`src/rtl/cpu_pkg.sv`:
```
// Shared CPU definitions used by the register-file write-port logic.
// Holds the register-file geometry and the write-arbiter state encoding.
// This file has no ports.
package cpu_pkg;

  localparam int REG_AW   = 5;
  localparam int DATA_W   = 32;
  localparam int NUM_REGS = 32;

  // Highest register address; the zero-fill ends after writing it.
  localparam logic [REG_AW-1:0] LAST_REG = REG_AW'(NUM_REGS - 1);

  typedef enum logic {
    ARB_INIT = 1'b0,
    ARB_RUN  = 1'b1
  } arb_state_t;

endpackage

```
`src/rtl/rr_arbiter.sv`:
```
// N-input round-robin arbiter.
// The grant is combinational. A last-grant register sets the starting point
// of the next scan, which begins one index past the previous winner.
// Ports:
//   clk, rst_n : clock, asynchronous active-low reset (last resets to N-1)
//   en         : when low, no grant is issued
//   load       : record the current winner as the new last grant
//   req[N]     : request vector
//   gnt[N]     : one-hot grant, all-zero when nothing is requested or en=0
module rr_arbiter #(
  parameter int N = 3
) (
  input  logic         clk,
  input  logic         rst_n,
  input  logic         en,
  input  logic         load,
  input  logic [N-1:0] req,
  output logic [N-1:0] gnt
);

  localparam int IW = $clog2(N);

  logic [IW-1:0] last;
  logic [IW-1:0] win;
  logic [IW:0]   cand;
  logic          found;

  // cand stays below 2N, so a single conditional subtract wraps it modulo N.
  always_comb begin
    gnt   = '0;
    win   = last;
    found = 1'b0;
    cand  = '0;
    for (int k = 1; k <= N; k++) begin
      cand = {1'b0, last} + (IW+1)'(k);
      if (cand >= (IW+1)'(N)) cand = cand - (IW+1)'(N);
      if (!found && req[cand[IW-1:0]]) begin
        found = 1'b1;
        win   = cand[IW-1:0];
      end
    end
    if (en && found) gnt[win] = 1'b1;
  end

  always_ff @(posedge clk or negedge rst_n) begin
    if (!rst_n) begin
      last <= IW'(N - 1);
    end else if (load && en && found) begin
      last <= win;
    end
  end

endmodule

```
`src/rtl/rf_write_arbiter.sv`:
```
// Owner of the register file's single write port.
// After reset, the block zero-fills r1..r31. It then shares the port among N
// write-back requesters in round-robin order. All register-file signals come
// straight from flops.
//
//   state    | meaning
//   ARB_INIT | zero-fill in progress: one write per cycle, r1..r31, no grants
//   ARB_RUN  | normal operation: round-robin grant, one write per accept
//
// Ports:
//   clk, rst_n          : clock, asynchronous active-low reset
//   req_valid[N]        : requester i holds a write
//   req_rw[5N]          : destination of requester i at [5i+4:5i]
//   req_din[32N]        : data of requester i at [32i+31:32i]
//   req_ready[N]        : one-hot grant (combinational)
//   rf_we/rf_rw/rf_din  : register-file write port (registered)
//   init_done           : zero-fill complete
//   pend_valid/pend_rw  : in-flight write, for read-side forwarding
module rf_write_arbiter
  import cpu_pkg::*;
#(
  parameter int N       = 3,
  parameter bit INIT_EN = 1'b1
) (
  input  logic                clk,
  input  logic                rst_n,
  input  logic [N-1:0]        req_valid,
  input  logic [REG_AW*N-1:0] req_rw,
  input  logic [DATA_W*N-1:0] req_din,
  output logic [N-1:0]        req_ready,
  output logic                rf_we,
  output logic [REG_AW-1:0]   rf_rw,
  output logic [DATA_W-1:0]   rf_din,
  output logic                init_done,
  output logic                pend_valid,
  output logic [REG_AW-1:0]   pend_rw
);

  if (N < 2 || N > 8) begin : g_bad_n
    $error("rf_write_arbiter: N must be in 2..8");
  end

  arb_state_t        state, nxt_state;
  logic [REG_AW-1:0] cnt, nxt_cnt;
  logic              nxt_we, nxt_done;
  logic [REG_AW-1:0] nxt_rw, sel_rw;
  logic [DATA_W-1:0] nxt_din, sel_din;
  logic              accept;

  // Grants only count in RUN. Valid must be held until it is accepted,
  // so every grant is an accept.
  rr_arbiter #(.N(N)) u_rr (
    .clk   (clk),
    .rst_n (rst_n),
    .en    (state == ARB_RUN),
    .load  (accept),
    .req   (req_valid),
    .gnt   (req_ready)
  );

  assign accept = |req_ready;

  always_comb begin
    sel_rw  = '0;
    sel_din = '0;
    for (int i = 0; i < N; i++) begin
      if (req_ready[i]) begin
        sel_rw  = req_rw[i*REG_AW +: REG_AW];
        sel_din = req_din[i*DATA_W +: DATA_W];
      end
    end
  end

  always_comb begin
    nxt_state = state;
    nxt_cnt   = cnt;
    nxt_we    = 1'b0;
    nxt_rw    = rf_rw;
    nxt_din   = rf_din;
    nxt_done  = init_done;
    case (state)
      ARB_INIT: begin
        nxt_we  = 1'b1;
        nxt_rw  = cnt;
        nxt_din = '0;
        nxt_cnt = cnt + REG_AW'(1);
        if (cnt == LAST_REG) begin
          nxt_state = ARB_RUN;
          nxt_done  = 1'b1;
        end
      end
      ARB_RUN: begin
        // Without a fill, RUN itself means the register file is usable.
        nxt_done = 1'b1;
        if (accept) begin
          nxt_rw  = sel_rw;
          nxt_din = sel_din;
          // A write to r0 is accepted but never reaches the register file.
          nxt_we  = (sel_rw != '0);
        end
      end
    endcase
  end

  always_ff @(posedge clk or negedge rst_n) begin
    if (!rst_n) begin
      state     <= INIT_EN ? ARB_INIT : ARB_RUN;
      cnt       <= REG_AW'(1);
      rf_we     <= 1'b0;
      rf_rw     <= '0;
      rf_din    <= '0;
      init_done <= 1'b0;
    end else begin
      state     <= nxt_state;
      cnt       <= nxt_cnt;
      rf_we     <= nxt_we;
      rf_rw     <= nxt_rw;
      rf_din    <= nxt_din;
      init_done <= nxt_done;
    end
  end

  assign pend_valid = rf_we;
  assign pend_rw    = rf_rw;

endmodule

```
`config.mk`:
```
export PLATFORM = sky130hd
export DESIGN_NAME = rf_write_arbiter
export DESIGN_NICKNAME = d
export VERILOG_FILES = /design/src/rtl/cpu_pkg.sv /design/src/rtl/rr_arbiter.sv /design/src/rtl/rf_write_arbiter.sv
export SDC_FILE = /design/constraint.sdc
export NUM_CORES = 1
export LEC_CHECK = 0
export CAP_MARGIN = 40
export CORE_AREA = 2 2 94 96
export DETAILED_ROUTE_END_ITERATION = 16
export DIE_AREA = 0 0 96 98
export HOLD_SLACK_MARGIN = 0.03
export PLACE_DENSITY = 0.71
export SLEW_MARGIN = 0
export SYNTH_ARGS = -nofsm -noshare
export SYNTH_HDL_FRONTEND = slang
export SYNTH_HIERARCHICAL = 1
export SYNTH_SLANG_ARGS = --single-unit
```
`constraint.sdc`:
```
create_clock -name clk -period 3.8 [get_ports clk]
set_clock_uncertainty 0.05 [all_clocks]
set_input_delay 0.76 -clock clk [delete_from_list [all_inputs] [get_ports clk]]
set_output_delay 0.76 -clock clk [all_outputs]
set_load 0.05 [all_outputs]
```
# Word-level counts from Yosys, hierarchy flattened
# Cells that the tools add are included.
# totals
reg_bits	47
inputBits	116
out_inout_bits	48
wordCells	70
# classes
n_bitwise	1
eq_ne	3
n_addsub	7
order_cmp	8
n_reduce_logical	10
n_mux	34
# ops
operator	n
$mux 32	4
$pmux 32 s2	1
$mux 5	4
$lt 2x3->1 const B	4
$mux 2	6
$mux 1	11
$pmux 5 s2	1
$ge 3x2->1 const B	3
$add 2x2->3 const B	2
$bmux 1 s2	3
$logic_and 1x1->1	6
$sub 2x2->2 const B	3
$add 5x1->5 const B	1
$eq 5x5->1 const B	1
$reduce_bool 5->1	1
$pmux 1 s2	2
$add 2x1->3 const B	1
$mux 3	1
$reduce_or 3->1	1
$demux 1 s2	1
$ge 2x1->1 const B	1
$logic_not 1->1	2
$ne 2x1->1 const B	1
$ne 2x2->1 const B	1
$not 1->1	1

# Logic depth before layout (Yosys ltp)
# Gate-level depths: netlist of the first run.
# depth
depth_word	23
mapped_depth	15

# Hierarchy
# Netlist of the first run, hierarchy kept.
# modules_own_cells
module	instances	cells_per_inst	area_each_um2	seq_area_each_um2
rf_write_arbiter	1	254	2454.9	1127.3
rr_arbiter	1	49	414.1	51.3

# Least setup slack after synthesis of the first run
# OpenSTA, ideal clock, no wires.
# synth_timing
path_kind	register to register
startpoint	register u_rr.last[1]
endpoint	register rf_din[0]
setup_time_ns	0.067
path_stages_with_launch	13
n_path_buf	2
required_time_ns	3.683
synth_period_minus_slack_ns	4.356
t_arrival_ns	4.239
slack_ns	-0.556
path_cell_list	dfstp_2 > inv_1 > ha_1 > or3b_4 > a32o_1 > o21ai_2 > nor3b_1 > nor2b_1 > buf_2 > buf_4 > a22oi_1 > o21ai_0 > a22o_1
# synth_between
elab_chain_len	22
# synth_rtl
element	line	source
from (decl)	rr_arbiter.sv:23	logic [IW-1:0] last;
from (signal assigned)	rr_arbiter.sv:47	last <= IW'(N - 1);
from (signal assigned)	rr_arbiter.sv:49	last <= win;
$add 2x1->3	rr_arbiter.sv:35	cand = {1'b0, last} + (IW+1)'(k);
$ge 3x2->1 or $sub 2x2->2 (tied branches)	rr_arbiter.sv:36	if (cand >= (IW+1)'(N)) cand = cand - (IW+1)'(N);
$mux 2	rr_arbiter.sv:36	
$bmux 1 s2	rr_arbiter.sv:37	if (!found && req[cand[IW-1:0]]) begin
$mux 1 (implied by the code)	rr_arbiter.sv:37	
$mux 1	rr_arbiter.sv:37	
$logic_not 1->1	rr_arbiter.sv:37	
$logic_and 1x1->1	rr_arbiter.sv:37	
[5 not listed]	-	
$logic_and 1x1->1 (implied by the code)	rr_arbiter.sv:42	if (en && found) gnt[win] = 1'b1;
$mux 1 (implied by the code)	rr_arbiter.sv:42	
$demux 1 s2	-	
$mux 3 (*)	rr_arbiter.sv:42	
net req_ready[0]	rf_write_arbiter.sv:30	output logic [N-1:0] req_ready,
$mux 32 (3 in a row)	rf_write_arbiter.sv:67	if (req_ready[i]) begin
$mux 32	rf_write_arbiter.sv:95	if (accept) begin
$pmux 32 s2	rf_write_arbiter.sv:81	case (state)
to (signal assigned)	rf_write_arbiter.sv:118	rf_din <= nxt_din;
to (decl)	rf_write_arbiter.sv:33	output logic [DATA_W-1:0] rf_din,
# The timed path passes the listed nets; every way through them passes the cells marked *. The select of a mux whose other input is x is not followed.
# A chain may end at the register's enable or synchronous reset.

# Worst setup path after layout of the first run
# layout_timing
startpoint	input port req_valid[2]
endpoint	output port req_ready[1]
# layout_between
elab_chain_len	14
# layout_rtl
element	line	source
from (decl)	rf_write_arbiter.sv:27	input logic [N-1:0] req_valid,
$bmux 1 s2	rr_arbiter.sv:37	
$mux 1 (implied by the code)	rr_arbiter.sv:37	
$mux 1	rr_arbiter.sv:37	
$logic_not 1->1	rr_arbiter.sv:37	
$logic_and 1x1->1	rr_arbiter.sv:37	
$mux 1	rr_arbiter.sv:37	
$logic_not 1->1	rr_arbiter.sv:37	
$logic_and 1x1->1	rr_arbiter.sv:37	
$mux 2	rr_arbiter.sv:37	
$lt 2x3->1 (implied by the code) or $ge 2x1->1 (tied branches)	rr_arbiter.sv:42	
$logic_and 1x1->1 (implied by the code)	rr_arbiter.sv:42	
$mux 1 (implied by the code)	rr_arbiter.sv:42	
$demux 1 s2	-	
$mux 3 (*)	rr_arbiter.sv:42	
to (decl)	rf_write_arbiter.sv:30	
# Every way passes the cells marked *; elsewhere a longest branch is shown, timed or not. The select of a mux whose other input is x is not followed.

==> results of run 1 <==
[placed cells by master (no fill, tap or decap), types with 4 or more instances in the layout]
cell             synthesis  layout
nand3_1                  5       5
o21ai_0                 34      34
dfrtp_1                 45      45
clkbuf_8                 0       5
mux2i_1                  6       5
a22o_1                  32      32
nor2_1                   5       5
inv_1                    5       4
a2bb2oi_1                4       4
nand3b_1                 5       5
buf_4                   11      10
a22oi_1                 33      33
buf_12                   0       6
ha_1                     6       4
clkdlybuf4s50_1          0     159
nand2_1                 37      37
a21oi_1                 12      12
[flip-flops by register name, indices dropped and copies added, names as in the netlist]
register,count
cnt,5
init_done,1
rf_din,32
pend_rw,5
u_rr/last,2
state,1
pend_valid,1
[critical path, delay by kind of cell]
| family | cells | cell delay (ns) |
|---|---|---|
| and+or+nand+nor | 4 | 1.08 |
| buffers and inverters | 3 | 0.94 |
| AOI/OAI and AO/OA | 1 | 0.10 |
[cell type report]
class / count / area, um2 / share of cell area [%]
flip-flops and latches: 47 / 1179 / 24.72
repair buffers: 177 / 1803 / 37.82
clock buffers: 5 / 68.82 / 1.444
well taps: 108 / 135.1 / 2.835
multi-input cells: 218 / 1516 / 31.81
clock inverters: 3 / 46.29 / 0.9711
inverters: 5 / 18.77 / 0.3937
[Yosys cell counts, drive strengths merged (4+ instances only)]
| master | number |
|---|---|
| nand3b | 5 |
| mux2i | 6 |
| clkbuf | 11 |
| o21ai | 37 |
| buf | 22 |
| inv | 5 |
| nand2 | 37 |
| dfrtp | 45 |
| ha | 6 |
| a22oi | 33 |
| a2bb2oi | 4 |
| nor2 | 5 |
| a22o | 32 |
| a21oi | 12 |
| nand3 | 5 |
[cells by family (layout without fill, tap and decap cells)]
| group | after synthesis | in the layout | share of synthesized area [%] |
|---|---|---|---|
| AOI/OAI and AO/OA | 127 | 127 | 31.44 |
| xor gates and xnor gates | 3 | 3 | 0.9160 |
| adders and majority gates | 6 | 6 | 2.617 |
| buffers and inverters | 38 | 190 | 7.719 |
| DFF | 47 | 47 | 41.08 |
| muxes | 8 | 8 | 2.878 |
| and+or+nand+nor | 74 | 74 | 13.35 |
[path summary, 6_finish.rpt]
path / start / end / slack [ns] / cells after the start
min in group clk: init_done / init_done / 0.43 / 1
max reg2reg: u_rr/last[1] / pend_valid / 0.39 / 12
max in group asynchronous: rst_n / u_rr/last[1] / 2.78 / 2
max: req_valid[2] / req_ready[1] / 0.09 / 8
min: rst_n / rf_din[24] / 0.33 / 1
min reg2reg: init_done / init_done / 0.43 / 1
[routing by layer]
| metal | track usage, % | routed length [um] | vias to the layer above | part of all wire, % |
|---|---|---|---|---|
| met5 | 0 | 0 | - | 0 |
| met1 | 22.75 | 3737 | 1421 | 42 |
| met3 | 4.784 | 674 | 9 | 7.5 |
| met4 | 4.286 | 93 | 0 | 1.0 |
| met2 | 32.53 | 4495 | 101 | 50 |
| li1 | - | - | 1423 | - |
[stage by stage]
step           util, %  hold WS (ns)
2_1_floorplan        -        0.4098
3_3_place_gp     54.29        0.4019
3_5_place_dp     54.52        0.4047
4_1_cts          55.99        0.3390
5_1_grt          56.31        0.3542
6_report         56.31        0.3312
[what timing repair did]
action | 4_1_cts | 5_1_grt
endpoints found under the hold margin | 0 | 0
buffers inserted | 0 | 1
gates resized for setup | 2 | 5
pin swaps | 0 | 1
endpoints found under the setup margin | 3 | 3
==> results.yml, run 1 <==
min_path:
  hold_class: "input port to asynchronous set/reset pin"
route:
  drt-initial-drc-count: 97
  ant_nets: 0
  drc: 0
  via_per_inst: 5.247
  wl_mm: 9.001
  first_pass_iters: 4
  wl_per_cell_um: 15.99
  num_vias: 2954
logic_synthesis:
  async_reset_ff_share_pct: 100.0
  syn_area_per_cell_um2: 9.469
  netlist.area_leader.share_pct: 39.25
  synth-edff-count: 0
  ys_ff_latch: 47
  synthesis.area_mm2: 0.002869
  synth_fp_nets: 425
  ys_types: 47
  syn_inst: 303
  synth_ff_type: "dfrtp_1"
  ys_warn_count: 6
  yosys-top-cells-area: "dfrtp_1 (39%), a22o_1 (9.8%), a22oi_1 (8.6%)"
  yosysTopAreaCell: "dfrtp_1"
  ys_seq_area_share_pct: 41.08
die:
  ios: 164
  core_mm2: 0.008466
  rows: 34
  floorplan.die_area_mm2: 0.009408
  die-height_um: 98
  die_w_um: 96
  start_util_pct: 33.89
grt:
  grt_first_pass_wirelength_mm: 13.83
  grt_pass1_vias: 2866
  antenna_found_initial: 0
  grt_usage_pct: 18.64
  overflow: 0
  grt_max_degree: 34
timing:
  maxSlewHeadroom_pct: 64.41
  max_slew.worst_pin.slew_ns: 0.5322
  setup_viol: 0
  clock.fmax_mhz: 269.3
  rsz0062_at_grt: "no"
  maxSlewViolCount: 0
  timing.final.ws_setup_ns: 0.08687
  fin_crit_ns: 3.713
  hold_viol: 0
  post-route-period-util_pct: 97.71
  finalSetupTns_ns: 0
setup_path:
  cp_max_fo: 17
  cp_cell_sequence: "clkdlybuf4s50_1 > or3b_4 > o21ai_2 > or3_1 > nand2_1 > nor3_4 > buf_6 > buf_12"
  path_class: "input port to output port"
  end_kind: "output port"
  cp.required_ns: 2.99
  slowest_stage: "clkdlybuf4s50_1"
  critPathArrivalTime_ns: 2.90
  slowest_delay_ns: 0.55
  startpoint_type: "input port"
clock_tree:
  cts-root-buf: "clkbuf_8"
  cts_tree: "done"
  clk_pin_slew_ns: 0.09
  clock_path_buffers: 2
  cts_sinks: 47
  cts_max_level: 2
  cts_buffers: 5
  cts_hold_buf: 0
  insertion_delay_ns: 0.31
layout:
  n_antenna_cell: 0
  drive_gt1_share_pct: 10.77
  fillers: 780
  areaGrowthSynthToFinish_pct: 66.16
  fin_area_mm2: 0.004767
  nets: 576
  final_cells: 563
status:
  status: "complete, no violations"
placed_design:
  post_dp_cell_area_mm2: 0.004616
  dpl.hpwl_mm: 6.853
  place_ws_ns: 0.01078
  dp_cells: 554
  port_buffers: 163
  place.gp.congestion: 0.9019
flow_run:
  cap_viol_max_count: 0
Power of run 1 is not shown: default switching activity piles up to over one toggle a cycle in this logic, so the estimate is an artifact.
==> inputs of run 2 (changes only) <==
Settings changed: GPL_TIMING_DRIVEN set to 0.
==> run 2 against run 1 <==
Net effect:
- utilization rose by 0.75 points
- register-to-register slack got worse by 0.12 ns
- setup slack better by 0.11 ns
- sequential cell count unchanged
- critical path depth unchanged
- routed wire length increased by 9.9%
- design area grew 1.3%
- fmax rose by 3.0%
- non-clock buffer count is 24 higher
- count of clock-buffer cells in the layout is 1 higher
- critical endpoint is now req_ready[2]
==> results.yml, run 2 (same netlist as run 1, synthesis figures left out) <==
die:
  die_w_um: 96
  die-height_um: 98
  floorplan.die_area_mm2: 0.009408
  ios: 164
  rows: 34
  core_mm2: 0.008466
  start_util_pct: 33.89
placed_design:
  place.gp.congestion: 0.8924
  dpl.hpwl_mm: 7.528
  port_buffers: 163
  place_ws_ns: -0.7888
timing:
  timing.final.ws_setup_ns: 0.1947
  hold_viol: 0
  post-route-period-util_pct: 94.88
  max_slew.worst_pin.slew_ns: 0.5330
  rsz0062_at_grt: "no"
  setup_viol: 0
  maxSlewHeadroom_pct: 64.36
  maxSlewViolCount: 0
  clock.fmax_mhz: 277.4
  fin_crit_ns: 3.605
layout:
  largest_reg_flops: 32
  final_cell_mix: "clkdlybuf4s50_1 (158), dfrtp_1 (44), nand2_1 (37), o21ai_0 (34), a22oi_1 (33)"
  largest_register: "rf_din"
  n_antenna_cell: 0
  drive_gt1_share_pct: 11.90
  final_common_cell: "clkdlybuf4s50_1"
  areaGrowthSynthToFinish_pct: 68.38
  nets: 600
  fillers: 758
flow_run:
  cap_viol_max_count: 0
route:
  met2_length_mm: 4.852
  first_pass_iters: 4
  via_per_inst: 5.322
  drc: 0
  drt-initial-drc-count: 144
  num_vias: 3124
  m1WireLength_mm: 4.050
  wl_mm: 9.895
  topRoutingLayerUsed: "met4"
  ant_nets: 0
  wl_per_cell_um: 16.86
  wl_met3_um: 762
clock_tree:
  clock_path_buffers: 2
  cts_buffers: 5
  cts_sinks: 47
  cts_hold_buf: 0
  clk_pin_slew_ns: 0.09
  cts_tree: "done"
  insertion_delay_ns: 0.30
  cts-root-buf: "clkbuf_8"
  cts_max_level: 2
min_path:
  hold_class: "input port to asynchronous set/reset pin"
setup_path:
  path_class: "flip-flop to output port"
  cp.required_ns: 2.99
  cp_max_fo: 5
  critPathArrivalTime_ns: 2.80
  end_kind: "output port"
  startpoint_type: "flip-flop"
  r2r-start: "u_rr/last[1]"
  startpoint: "u_rr/last[1]"
grt:
  overflow: 0
  grt_pass1_vias: 3160
  antenna_found_initial: 0
  grt_first_pass_wirelength_mm: 15.48
  grt_usage_pct: 20.81
  grt_max_degree: 28
status:
  status: "complete, no violations"
[run 2: cell types whose count changed in the layout (fill, tap and decap cells not counted), sizes merged]
cell           delta
clkinvlp          -1
clkdlybuf4s50     -1
buf              +10
dlygate4sd2       +1
clkbuf           +15
[run 2: through the flow]
step | hold slack [ns] | std cells | area, um2 | utilization [%] | TNS, ns
floorplan | 0.4098 | 303 | 2879 | - | 0
global placement | 0.4070 | 574 | 4646 | 54.88 | -6.321
detailed placement | 0.4025 | 575 | 4661 | 55.05 | -8.848
CTS | 0.3739 | 583 | 4797 | 56.67 | 0
global route | 0.3985 | 587 | 4831 | 57.06 | 0
finish | 0.3627 | 587 | 4831 | 57.06 | 0
[run 2: critical path: stages (launching register included)]
cell and delay (ns):
dfstp_2 0.58, inv_1 0.07, ha_1 0.35, or3b_4 0.45, o21ai_2 0.12, nor3_2 0.10
a221oi_4 0.29, and4_1 0.28, clkbuf_4 0.25
[run 2: what timing repair did]
| action | in CTS | in global routing |
|---|---|---|
| gates resized for setup | 19 | 10 |
| pin swaps | 0 | 3 |
| gates cloned | 0 | 0 |
| buffers inserted | 0 | 4 |
| setup endpoints to repair | 3 | 32 |
[run 2: final cells by class]
class	count	area, um2	area share, %
Inverter	5	18.77	0.3885
Timing Repair Buffer	168	1669	34.55
Buffer	33	210.2	4.351
Sequential cell	47	1180	24.42
Clock inverter	2	38.79	0.8029
Clock buffer	6	82.58	1.709
Tap cell	108	135.1	2.797
Multi-Input combinational cell	218	1496	30.98
[run 2: worst paths after layout]
path | end | slack [ns] | cells past startpoint
max | req_ready[2] | 0.19 | 8
min | rf_din[22] | 0.36 | 1
max reg2reg | rf_din[15] | 0.27 | 15
min reg2reg | init_done | 0.42 | 1
max in group asynchronous | u_rr/last[1] | 2.74 | 2
min in group clk | init_done | 0.42 | 1
[run 2: layer usage]
metal  global-route usage, %  vias up
li1                        -     1478
met5                       0        -
met1                   24.83     1494
met4                   6.044        0
met2                   36.86      133
met3                   4.552       19
Power of run 2 is left out for the same reason.
==> inputs of run 3 (changes only) <==
Settings changed: CORE_AREA 2 2 94 96 to 2 2 99 91, DIE_AREA 0 0 96 98 to 0 0 101 93, PLACE_DENSITY 0.71 to 0.72.
==> run 3 against run 2 <==
Net effect:
- first-iteration DRC count shrank 26%
- sequential cell count did not move
- setup slack worse by 0.096 ns
- die area decreased by 0.16%
- design area down 1.6%
- critical path type unchanged
==> results.yml, run 3 (same netlist as run 1, synthesis figures left out) <==
status:
  status: "complete, no violations"
setup_path:
  cp_max_fo: 5
  end_kind: "output port"
  cp_top_family: "simple AND/OR/NAND/NOR gates"
  critPathArrivalTime_ns: 2.89
  slowest_delay_ns: 0.60
  path_depth: 8
  endpoint: "req_ready[2]"
  reg2reg_depth: 12
  cp_num_buf_inv: 2
  r2r-start: "u_rr/last[1]"
  slowest_stage: "dfstp_2"
  startpoint_type: "flip-flop"
  r2r_slack_ns: 0.16
  worst_r2r_endpoint: "rf_din[8]"
  cp.required_ns: 2.99
  path_class: "flip-flop to output port"
  cp_cell_sequence: "inv_1 > ha_1 > or3b_4 > o21ai_2 > nor3_2 > a221oi_4 > and4_1 > buf_2"
  startpoint: "u_rr/last[1]"
route:
  num_vias: 3082
  via_per_inst: 5.332
  wl_mm: 9.993
  drt-initial-drc-count: 106
  wl_per_cell_um: 17.29
  drc: 0
  first_pass_iters: 4
  ant_nets: 0
grt:
  grt-busiest-layer: "met2"
  grt_usage_pct: 20.61
  grt_pass1_vias: 3017
  antenna_found_initial: 0
  grt_max_degree: 27
  use_met2_pct: 36.00
  overflow: 0
  met3_usage_pct: 4.111
  grt_first_pass_wirelength_mm: 15.30
  grt_use_met1_pct: 26.14
die:
  floorplan.die_area_mm2: 0.009393
  start_util_pct: 34.12
  core_mm2: 0.008408
  rows: 32
  die_w_um: 101
  die-height_um: 93
  ios: 164
placed_design:
  post_dp_cell_area_mm2: 0.004653
  dp_cells: 569
  place.gp.congestion: 0.8812
  dpl.hpwl_mm: 7.692
  port_buffers: 163
layout:
  drive_gt1_share_pct: 10.92
  final_cell_mix: "clkdlybuf4s50_1 (159), dfrtp_1 (44), nand2_1 (37), o21ai_0 (34), a22oi_1 (33)"
  areaGrowthSynthToFinish_pct: 65.68
  largest_reg_flops: 32
  n_antenna_cell: 0
  final_common_cell: "clkdlybuf4s50_1"
  fin_area_mm2: 0.004753
  final_cells: 578
  nets: 598
  largest_register: "rf_din"
flow_run:
  cap_viol_max_count: 0
clock_tree:
  cts_tree: "done"
  insertion_delay_ns: 0.29
  cts_buffers: 5
  clock_path_buffers: 2
  cts_sinks: 47
  cts-root-buf: "clkbuf_8"
  cts_max_level: 2
  clk_pin_slew_ns: 0.08
  cts_hold_buf: 0
timing:
  maxSlewViolCount: 0
  post-route-period-util_pct: 97.40
  hold_viol: 0
  fin_crit_ns: 3.701
  setup_viol: 0
  maxSlewHeadroom_pct: 63.98
  clock.fmax_mhz: 270.2
  max_slew.worst_pin.slew_ns: 0.5386
min_path:
  hold_class: "input port to asynchronous set/reset pin"
==> run 3: cell count changes in the layout (fill, tap and decap cells not counted), sizes merged <==
cell	before	now
inv	6	5
clkbuf	20	19
dlygate4sd2	1	0
clkdlybuf4s50	158	159
bufinv	1	0
==> run 3: worst min path at each step <==
stage / end / cells after the start
after detailed placement: init_done / 1
after CTS: rf_din[7] / 1
after global routing: rf_din[17] / 1
after global placement: init_done / 1
after floorplan: cnt[1] / 0
final: rf_din[17] / 1
==> run 3: layout make-up <==
cell class | instances | area, um2
plain buffers | 33 | 205.2
clock buffers | 7 | 76.32
fillers | 796 | 3655
inverters | 5 | 18.77
multi-input cells | 218 | 1496
flip-flops and latches | 47 | 1180
well taps | 102 | 127.6
repair buffers | 166 | 1649
==> run 3: routing by layer <==
metal | wire length (um) | part of all wire [%] | up-vias
met5 | 0 | 0 | -
met4 | 134 | 1.3 | 0
met3 | 570 | 5.7 | 10
met2 | 4975 | 50 | 105
met1 | 4313 | 43 | 1495
li1 | - | - | 1472
==> run 3: through the flow <==
stage / hold WS [ns] / setup slack, ns / utilization (%) / setup TNS [ns]
after floorplan: 0.4098 / 0.1610 / - / 0
after global placement: 0.4063 / -0.6664 / 55.16 / -3.203
after detailed placement: 0.4072 / -0.7367 / 55.34 / -5.083
after CTS: 0.4043 / 0.03086 / 56.22 / 0
after global routing: 0.4218 / -0.009986 / 56.53 / -0.01201
final: 0.3890 / 0.09883 / 56.53 / 0
==> run 3: timing repair <==
action,4_1_cts,5_1_grt
endpoints found under the setup margin,3,26
pin swaps,1,0
resized for setup,13,8
setup buffers,0,2
Power of run 3 is left out for the same reason.
